<file path="src/rtl/matmul_pkg.sv">
// Shared state encoding, latency limits and width helper for the matmul sequencer.
package matmul_pkg;

  typedef enum logic [2:0] {
    ST_IDLE  = 3'd0,
    ST_ISSUE = 3'd1,
    ST_DRAIN = 3'd2,
    ST_STORE = 3'd3,
    ST_DONE  = 3'd4
  } state_e;

  localparam int RD_LAT_MIN = 1;
  localparam int RD_LAT_MAX = 4;

  // Bits needed to hold values 0..v-1, never less than one.
  function automatic int clog2_min1(input int v);
    int r;
    r = 0;
    for (int p = 1; p < v; p = p * 2) r++;
    return (r < 1) ? 1 : r;
  endfunction

endpackage

</file>
<file path="src/rtl/valid_delay.sv">
// Fixed-depth shift register aligning read strobes with returned memory data.
module valid_delay #(
  parameter int DEPTH = 1,
  parameter int W     = 2
) (
  input  logic         clk,
  input  logic         rst,
  input  logic         flush,
  input  logic [W-1:0] din,
  output logic [W-1:0] dout
);

  logic [W-1:0] sr_q [DEPTH];
  logic [W-1:0] sr_d [DEPTH];

  always_comb begin
    sr_d[0] = flush ? '0 : din;
    for (int s = 1; s < DEPTH; s++) begin
      sr_d[s] = flush ? '0 : sr_q[s-1];
    end
  end

  always_ff @(posedge clk or posedge rst) begin
    if (rst) begin
      for (int s = 0; s < DEPTH; s++) sr_q[s] <= '0;
    end else begin
      for (int s = 0; s < DEPTH; s++) sr_q[s] <= sr_d[s];
    end
  end

  assign dout = sr_q[DEPTH-1];

endmodule

</file>
<file path="src/rtl/matmul_sequencer.sv">
// Element-at-a-time control sequencer for C = A*B: issues A/B reads, MAC strobes and C writes.
// state | meaning
// IDLE  | waiting for start, all strobes low
// ISSUE | one A/B read per cycle, k = 0..K-1
// DRAIN | RD_LAT cycles waiting for the last read data to reach the MAC
// STORE | write the accumulator to C, advance to the next element
// DONE  | one-cycle completion pulse
module matmul_sequencer
  import matmul_pkg::*;
#(
  parameter int M      = 4,
  parameter int N      = 4,
  parameter int K      = 4,
  parameter int RD_LAT = 1,
  parameter int ADDR_W = 8
) (
  input  logic              clk,
  input  logic              rst,
  input  logic              start,
  input  logic              abort,
  output logic [ADDR_W-1:0] a_addr,
  output logic [ADDR_W-1:0] b_addr,
  output logic              rd_en,
  output logic              mac_en,
  output logic              mac_first,
  output logic [ADDR_W-1:0] c_addr,
  output logic              c_we,
  output logic              busy,
  output logic              done
);

  localparam int KW = clog2_min1(K);
  localparam int IW = clog2_min1(M);
  localparam int JW = clog2_min1(N);
  localparam int LW = clog2_min1(RD_LAT + 1);
  localparam int MAX_ADDR = ((M * K > K * N) ? ((M * K > M * N) ? M * K : M * N)
                                             : ((K * N > M * N) ? K * N : M * N)) - 1;

  if (RD_LAT < RD_LAT_MIN || RD_LAT > RD_LAT_MAX) begin : g_bad_rd_lat
    $error("matmul_sequencer: RD_LAT must be within 1..4");
  end
  if (MAX_ADDR >= (1 << ADDR_W)) begin : g_bad_addr_w
    $error("matmul_sequencer: ADDR_W too narrow for the matrix dimensions");
  end
  if (M < 1 || N < 1 || K < 1) begin : g_bad_dim
    $error("matmul_sequencer: M, N and K must all be at least 1");
  end

  state_e            state_q, state_d;
  logic [KW-1:0]     k_q, k_d;
  logic [IW-1:0]     i_q, i_d;
  logic [JW-1:0]     j_q, j_d;
  logic [LW-1:0]     drn_q, drn_d;
  logic [ADDR_W-1:0] a_addr_q, a_addr_d;
  logic [ADDR_W-1:0] b_addr_q, b_addr_d;
  logic [ADDR_W-1:0] c_addr_q, c_addr_d;
  logic [ADDR_W-1:0] a_base_q, a_base_d;

  always_comb begin
    state_d  = state_q;
    k_d      = k_q;
    i_d      = i_q;
    j_d      = j_q;
    drn_d    = drn_q;
    a_addr_d = a_addr_q;
    b_addr_d = b_addr_q;
    c_addr_d = c_addr_q;
    a_base_d = a_base_q;

    case (state_q)
      ST_IDLE: begin
        if (start) begin
          state_d  = ST_ISSUE;
          k_d      = '0;
          i_d      = '0;
          j_d      = '0;
          a_addr_d = '0;
          b_addr_d = '0;
          c_addr_d = '0;
          a_base_d = '0;
        end
      end
      ST_ISSUE: begin
        if (k_q == KW'(K - 1)) begin
          k_d     = '0;
          drn_d   = LW'(RD_LAT);
          state_d = ST_DRAIN;
        end else begin
          k_d      = k_q + KW'(1);
          a_addr_d = a_addr_q + ADDR_W'(1);
          b_addr_d = b_addr_q + ADDR_W'(N);
        end
      end
      ST_DRAIN: begin
        drn_d = drn_q - LW'(1);
        if (drn_q == LW'(1)) state_d = ST_STORE;
      end
      ST_STORE: begin
        if (j_q == JW'(N - 1) && i_q == IW'(M - 1)) begin
          state_d = ST_DONE;
        end else begin
          state_d  = ST_ISSUE;
          c_addr_d = c_addr_q + ADDR_W'(1);
          if (j_q == JW'(N - 1)) begin
            j_d      = '0;
            i_d      = i_q + IW'(1);
            a_base_d = a_base_q + ADDR_W'(K);
            a_addr_d = a_base_q + ADDR_W'(K);
            b_addr_d = '0;
          end else begin
            j_d      = j_q + JW'(1);
            a_addr_d = a_base_q;
            b_addr_d = ADDR_W'(j_q) + ADDR_W'(1);
          end
        end
      end
      ST_DONE: state_d = ST_IDLE;
      default: state_d = ST_IDLE;
    endcase

    if (abort && state_q != ST_IDLE) state_d = ST_IDLE;
  end

  always_ff @(posedge clk or posedge rst) begin
    if (rst) begin
      state_q  <= ST_IDLE;
      k_q      <= '0;
      i_q      <= '0;
      j_q      <= '0;
      drn_q    <= '0;
      a_addr_q <= '0;
      b_addr_q <= '0;
      c_addr_q <= '0;
      a_base_q <= '0;
    end else begin
      state_q  <= state_d;
      k_q      <= k_d;
      i_q      <= i_d;
      j_q      <= j_d;
      drn_q    <= drn_d;
      a_addr_q <= a_addr_d;
      b_addr_q <= b_addr_d;
      c_addr_q <= c_addr_d;
      a_base_q <= a_base_d;
    end
  end

  assign rd_en  = (state_q == ST_ISSUE);
  assign c_we   = (state_q == ST_STORE);
  assign done   = (state_q == ST_DONE);
  assign busy   = (state_q != ST_IDLE);
  assign a_addr = a_addr_q;
  assign b_addr = b_addr_q;
  assign c_addr = c_addr_q;

  // {mac_en, mac_first} is {rd_en, first term} delayed to match memory latency.
  valid_delay #(
    .DEPTH (RD_LAT),
    .W     (2)
  ) u_valid_delay (
    .clk   (clk),
    .rst   (rst),
    .flush (abort),
    .din   ({rd_en, rd_en && (k_q == '0)}),
    .dout  ({mac_en, mac_first})
  );

endmodule

</file>
<file path="config.mk">
export PLATFORM = sky130hd
export DESIGN_NAME = matmul_sequencer
export DESIGN_NICKNAME = d
export VERILOG_FILES = /design/src/rtl/matmul_pkg.sv /design/src/rtl/valid_delay.sv /design/src/rtl/matmul_sequencer.sv
export SDC_FILE = /design/constraint.sdc
export NUM_CORES = 1
export LEC_CHECK = 0
export BUFFER_PORTS_ARGS = -buffer_cell sky130_fd_sc_hd__buf_2
export CAP_MARGIN = 0
export CORE_MARGIN = 4
export CORE_UTILIZATION = 30
export DETAILED_ROUTE_END_ITERATION = 12
export PLACE_DENSITY_LB_ADDON = 0.25
export SKIP_LAST_GASP = 1
export SLEW_MARGIN = 10
export SYNTH_ARGS = -nofsm -noshare
export SYNTH_HDL_FRONTEND = slang
export SYNTH_SLANG_ARGS = --single-unit
</file>
<file path="constraint.sdc">
create_clock -name clk -period 5.7 [get_ports clk]
set_clock_uncertainty 0.1 [all_clocks]
set_input_delay 1.14 -clock clk [delete_from_list [all_inputs] [get_ports clk]]
set_output_delay 1.14 -clock clk [all_outputs]
set_load 0.01 [all_outputs]
</file>
==> flow_summary.toml, run 1 <==
[clock_tree]
postCtsSetupBuffers = 0
ctsLongestPathBuffers = 2
root_buffer = "clkbuf_8"
cts_buffers = 5
clock_latency_ns = 0.29
cts_tree = "yes"
clk_pin_slew_ns = 0.08
cts.sinks = 42
ctsResizeCount = 0
cts_hold_buf = 0
cts_max_level = 2

[timing]
fmax_mhz = 289
final.setup.tns_ns = 0
holdWs_ns = 0.386
finalSetupViolCount = 0
maxSlewViolCount = 0
rsz0062_at_grt = "false"
worstMarginPinSlew_ns = 0.941
timing.final.crit_period_ns = 3.46
max_slew_margin = 0.373
hold_viol_final = 0
fin_crit_sh = 0.607

[drt]
routed_wl_mm = 5.15
drtPass1Iterations = 4
wl_per_cell_um = 14.6
drt_iter0_markers = 130
via_count = 1817
via_per_inst = 5.15
drc = 0
final_antenna_net_count = 0

[global_routing]
grt_pass1_wl_mm = 8.95
grt_overflow = 0
grt_max_degree = 43
grt_usage = 0.128
antenna_found_initial = 0
grt_pass1_vias = 1836

[cells_and_area]
drive_above_1_share = 0.197
nFillCells = 778
multi_input_area_um2 = 1060
final_cells = 353
layout.nets = 266
regArea_um2 = 1050
diodes = 0
area_growth_pct = 14.6

[worst_setup_path]
cp_data_required_time_ns = 4.46
critPathArrivalTime_ns = 2.22
startpoint_type = "register"
crit_fanout = 30
path_class = "reg -> out"
endpoint_kind = "output pin"

[synthesis]
syn_area_um2 = 2220
synthFlopType = "dfrtp_1"
synth_nets = 236
yosys.cell_count.top_type = "dfrtp_1"
syn_inst = 224
ys_seq_area_frac = 0.473
synth-edff-count = 0
synth_area_leader_cell = "dfrtp_1"
yosysTopAreaCellShare = 0.473
synth.distinct_cells = 46
syn_avg_cell_area_um2 = 9.93
synth_common_cells = "42 x dfrtp_1, 19 x o21ai_0, 14 x a21oi_1, 14 x o31ai_1, 13 x nand2_1"
ys_seq_elements = 42
synth_warnings = 0
synth_area_leaders = "dfrtp_1 47%, o31ai_1 4.7%, ha_1 4.5%"
synthArstFlopShare = 1.00

[die]
io-pin-count = 34
initial_core_util = 0.308
die_w_um = 94.1
dieHeight_um = 94.1
fp.dieArea_um2 = 8850
rows = 31
core_um2 = 7210

[placement]
dp_cells = 346
globalplace.congestion = 0.756
portBuffers = 33
hpwl_mm = 3.57

[power]
worst_ir_drop_vdd_mv = 0.161
powerDensity_nw_per_um2 = 354
p_leak_nw = 1.18

[hold_path]
hp-class = "reg -> reg"

[run_status]
status = "finished clean"

[run]
max-cap-violations = 0
==> area by class of cell <==
class | count | area share
Inverter | 13 | 0.0192
Clock buffer | 5 | 0.0270
Multi-Input combinational cell | 157 | 0.418
Tap cell | 99 | 0.0486
Sequential cell | 42 | 0.413
Timing Repair Buffer | 35 | 0.0707
Clock inverter | 2 | 0.00393
==> registers in the layout, indices dropped and copies added, names as in the netlist <==
name / cells
b_addr: 8
state_q: 3
drn_q: 1
j_q: 2
k_q: 2
u_valid_delay.dout: 2
c_addr: 8
a_addr: 8
a_base_q: 6
i_q: 2
==> cell families (layout without fill, tap and decap cells) <==
family / count (synthesis) / after routing / synth area share
xor gates and xnor gates: 4 / 4 / 0.0158
adders and majority gates: 8 / 8 / 0.0450
and+or+nand+nor: 69 / 69 / 0.185
DFF: 42 / 42 / 0.473
AOI/OAI and AO/OA: 71 / 71 / 0.209
buffers and inverters: 25 / 55 / 0.0484
muxes: 5 / 5 / 0.0236
==> per-layer routing <==
metal	global-route usage	wire length (µm)
met1	0.177	2580
met2	0.193	2280
met5	0	0
met3	0.0329	260
met4	0.0445	29
==> per-stage QoR <==
step,setup slack (ns),total power [W],utilization,cell area (µm²)
after CTS,2.23,0.000918,0.353,2550
after floorplan,3.22,0.000632,-,2220
after global routing,2.05,0.000983,0.353,2550
after global placement,2.63,0.000728,0.342,2470
final,2.24,0.000903,0.353,2550
after detailed placement,2.57,0.000732,0.342,2470
==> worst max-delay path, cell delays in order (launching register included) <==
cell	delay, ns
dfrtp_1	0.97
nand3b_1	0.53
inv_1	0.23
buf_2	0.20
==> worst paths after layout <==
path / from / end / slack [ns] / depth (start not counted)
max reg2reg: state_q[2]$_DFFE_PP0P_ / b_addr[6]$_DFFE_PP0P_ / 2.61 / 5
min: b_addr[0]$_DFFE_PP0P_ / b_addr[0]$_DFFE_PP0P_ / 0.39 / 1
min reg2reg: b_addr[0]$_DFFE_PP0P_ / b_addr[0]$_DFFE_PP0P_ / 0.39 / 1
min in group asynchronous: rst / b_addr[0]$_DFFE_PP0P_ / 0.88 / 3
max: state_q[2]$_DFFE_PP0P_ / c_we / 2.24 / 3
max in group asynchronous: rst / a_base_q[7]$_DFFE_PP0P_ / 4.25 / 3
==> cells in the final DEF (no fill, tap or decap), drive strengths merged, types with 3 or more instances in the layout <==
cell type | netlist | routed
o31ai | 14 | 14
ha | 8 | 8
a21o | 3 | 3
buf | 7 | 35
mux2i | 3 | 3
nor3 | 8 | 8
or4 | 7 | 7
dfrtp | 42 | 42
a21oi | 14 | 14
xor2 | 3 | 3
a31oi | 3 | 3
a22o | 7 | 7
nand2 | 13 | 13
or3 | 4 | 4
nor4 | 3 | 3
clkinv | 1 | 3
nand3 | 8 | 8
inv | 12 | 12
o21ai | 20 | 20
clkbuf | 5 | 5
nor2 | 10 | 10
==> power breakdown <==
group | internal (W) | switching, W
Clock | 0.0000823 | 0.000100
Sequential | 0.000342 | 0.0000557
Combinational | 0.000126 | 0.000196
Total | 0.000551 | 0.000352
Note: power is estimated with default switching activity, not from simulation.
==> inputs of run 2 (changes only) <==
- ABC_AREA: unset -> 1
- clock period: 5.7 -> 3.25 ns (I/O delays scaled with it)
==> flow_summary.toml, run 2 <==
[run_status]
status = "finished clean"

[timing]
max_slew_margin = 0.498
fin_crit_sh = 0.666
rsz0062_at_grt = "false"
maxSlewViolCount = 0
hold_viol_final = 0
timing.final.crit_period_ns = 2.16
fmax_mhz = 462
worstMarginPinSlew_ns = 0.750
worst_slack_ns = 1.09
finalSetupViolCount = 0
final.setup.tns_ns = 0

[die]
rows = 31
initial_core_util = 0.313
io-pin-count = 34
die_w_um = 95.5
fp.dieArea_um2 = 9110
dieHeight_um = 95.5
core_um2 = 7330

[worst_setup_path]
critPathMaxStageDelay_ns = 0.45
path_class = "reg -> out"
critPathArrivalTime_ns = 1.41
endpoint_kind = "output pin"
cpMaxStageDelayCell = "dfrtp_1"
cp_cell_sequence = "inv_2 -> nor2_4 -> buf_2"
crit_fanout = 15
path_buf_inv = 2
cp_data_required_time_ns = 2.50
cp_top_family = "flip-flops"
startpoint_type = "register"

[clock_tree]
clock_latency_ns = 0.30
cts_hold_buf = 0
ctsResizeCount = 0
postCtsSetupBuffers = 0
cts_buffers = 5
clk_pin_slew_ns = 0.08
root_buffer = "clkbuf_8"
cts_max_level = 2
cts.sinks = 42
ctsLongestPathBuffers = 2
cts_tree = "yes"

[run]
max-cap-violations = 0

[drt]
routed_wl_mm = 5.29
drtPass1Iterations = 4
final_antenna_net_count = 0
drt_iter0_markers = 84
via_per_inst = 4.65
drc = 0
via_count = 2027
wl_per_cell_um = 12.1

[global_routing]
antenna_found_initial = 0
grt_max_degree = 43
grt_overflow = 0
grt_usage = 0.126
grt_pass1_wl_mm = 9.03
grt_pass1_vias = 1909

[placement]
globalplace.congestion = 0.789
portBuffers = 33
dp_slack_ns = 1.18
hpwl_mm = 3.74

[cells_and_area]
layout.cells.most_common = "nand2_1"
multi_input_area_um2 = 1070
nFillCells = 759
drive_above_1_share = 0.181
area_growth_pct = 15.3
regArea_um2 = 1050
layout.nets = 348
final_cell_mix = "96 x nand2_1, 42 x dfrtp_1, 33 x buf_2"
diodes = 0

[synthesis]
synth_common_cells = "96 x nand2_1, 42 x dfrtp_1, 29 x inv_1, 26 x nand3_1, 23 x o21ai_0"
synthArstFlopShare = 1.00
yosysTopAreaCellShare = 0.458
synthFlopType = "dfrtp_1"
syn_area_um2 = 2290
synth_nets = 312
synth_warnings = 0
syn_inst = 300
synth.distinct_cells = 27
syn_avg_cell_area_um2 = 7.65
synth_area_leaders = "dfrtp_1 46%, nand2_1 16%, nand3_1 5.7%"
ys_seq_elements = 42
synth-edff-count = 0
yosys.cell_count.top_type = "nand2_1"
ys_seq_area_frac = 0.458
synth_area_leader_cell = "dfrtp_1"

[power]
p_leak_nw = 1.39
p_total_w = 0.00168
worst_ir_drop_vdd_mv = 0.311
powerDensity_nw_per_um2 = 636

[hold_path]
hp-class = "in -> async"
run 2: cell count changes in the layout (fill, tap and decap cells not counted), moves of 5 or more:
cell     delta
nor3_1      -6
nand3_1    +18
nand4_1     +6
o31ai_1    -14
o21ai_1     +9
a22o_1      -7
inv_1      +17
nor2_1     +10
a21oi_1     -9
inv_2       +5
nand2_1    +83
or4_1       -7
run 2: where the power goes:
part	switching (W)	internal, W
combinational	0.000428	0.000198
clock	0.000183	0.000172
sequential	0.0000919	0.000610
total	0.000702	0.000980
run 2: cell type report:
type                    instances  share of cell area
clock buffers                   7              0.0326
well taps                      99              0.0468
repair buffers                 35              0.0681
multi-input cells             218               0.405
flip-flops and latches         42               0.397
inverters                      34              0.0482
clock inverters                 1             0.00189
run 2: metal layers:
layer / up-vias / wire [µm] / GRT usage
met5: - / 0 / 0
met4: 0 / 53 / 0.0344
met3: 6 / 296 / 0.0363
met2: 35 / 2390 / 0.203
met1: 947 / 2550 / 0.165
li1: 1039 / - / -
run 2: worst paths after layout:
check	slack [ns]	cells after the start	to	startpoint
setup reg to reg	1.19	8	a_addr[3]$_DFFE_PP0P_	j_q[0]$_DFFE_PP0P_
min in group clk	0.38	2	b_addr[0]$_DFFE_PP0P_	b_addr[0]$_DFFE_PP0P_
hold / removal	0.38	3	a_base_q[5]$_DFFE_PP0P_	rst
hold reg to reg	0.38	2	b_addr[0]$_DFFE_PP0P_	b_addr[0]$_DFFE_PP0P_
setup / recovery	1.09	3	c_we	state_q[1]$_DFFE_PP0P_
max in group asynchronous	2.29	3	a_addr[6]$_DFFE_PP0P_	rst
run 2: logic make-up (layout without fill, tap and decap cells):
kind of cell | count (synthesis) | count (layout) | synth area share
adders and majority gates | 8 | 8 | 0.0436
buffers and inverters | 40 | 77 | 0.0752
AOI/OAI and AO/OA | 42 | 42 | 0.0965
xor gates and xnor gates | 3 | 3 | 0.0115
and+or+nand+nor | 165 | 165 | 0.315
DFF | 42 | 42 | 0.458
run 2: per-stage QoR:
| step | cells | hold WS (ns) | instance area, µm² | util |
|---|---|---|---|---|
| global route | 436 | 0.403 | 2650 | 0.361 |
| floorplan | 300 | 0.357 | 2290 | - |
| CTS | 436 | 0.382 | 2650 | 0.361 |
| finish | 436 | 0.378 | 2650 | 0.361 |
| detailed placement | 428 | 0.361 | 2550 | 0.348 |
| global placement | 428 | 0.370 | 2550 | 0.348 |
run 2: worst register-to-register path: stages (launching register included):
cell and delay, ns:
dfrtp_1 0.38, ha_1 0.28, nand2_1 0.17, nand2_1 0.07
o21ai_1 0.12, nand2_1 0.07, nor2_1 0.58, nand2_1 0.12
o21ai_1 0.11
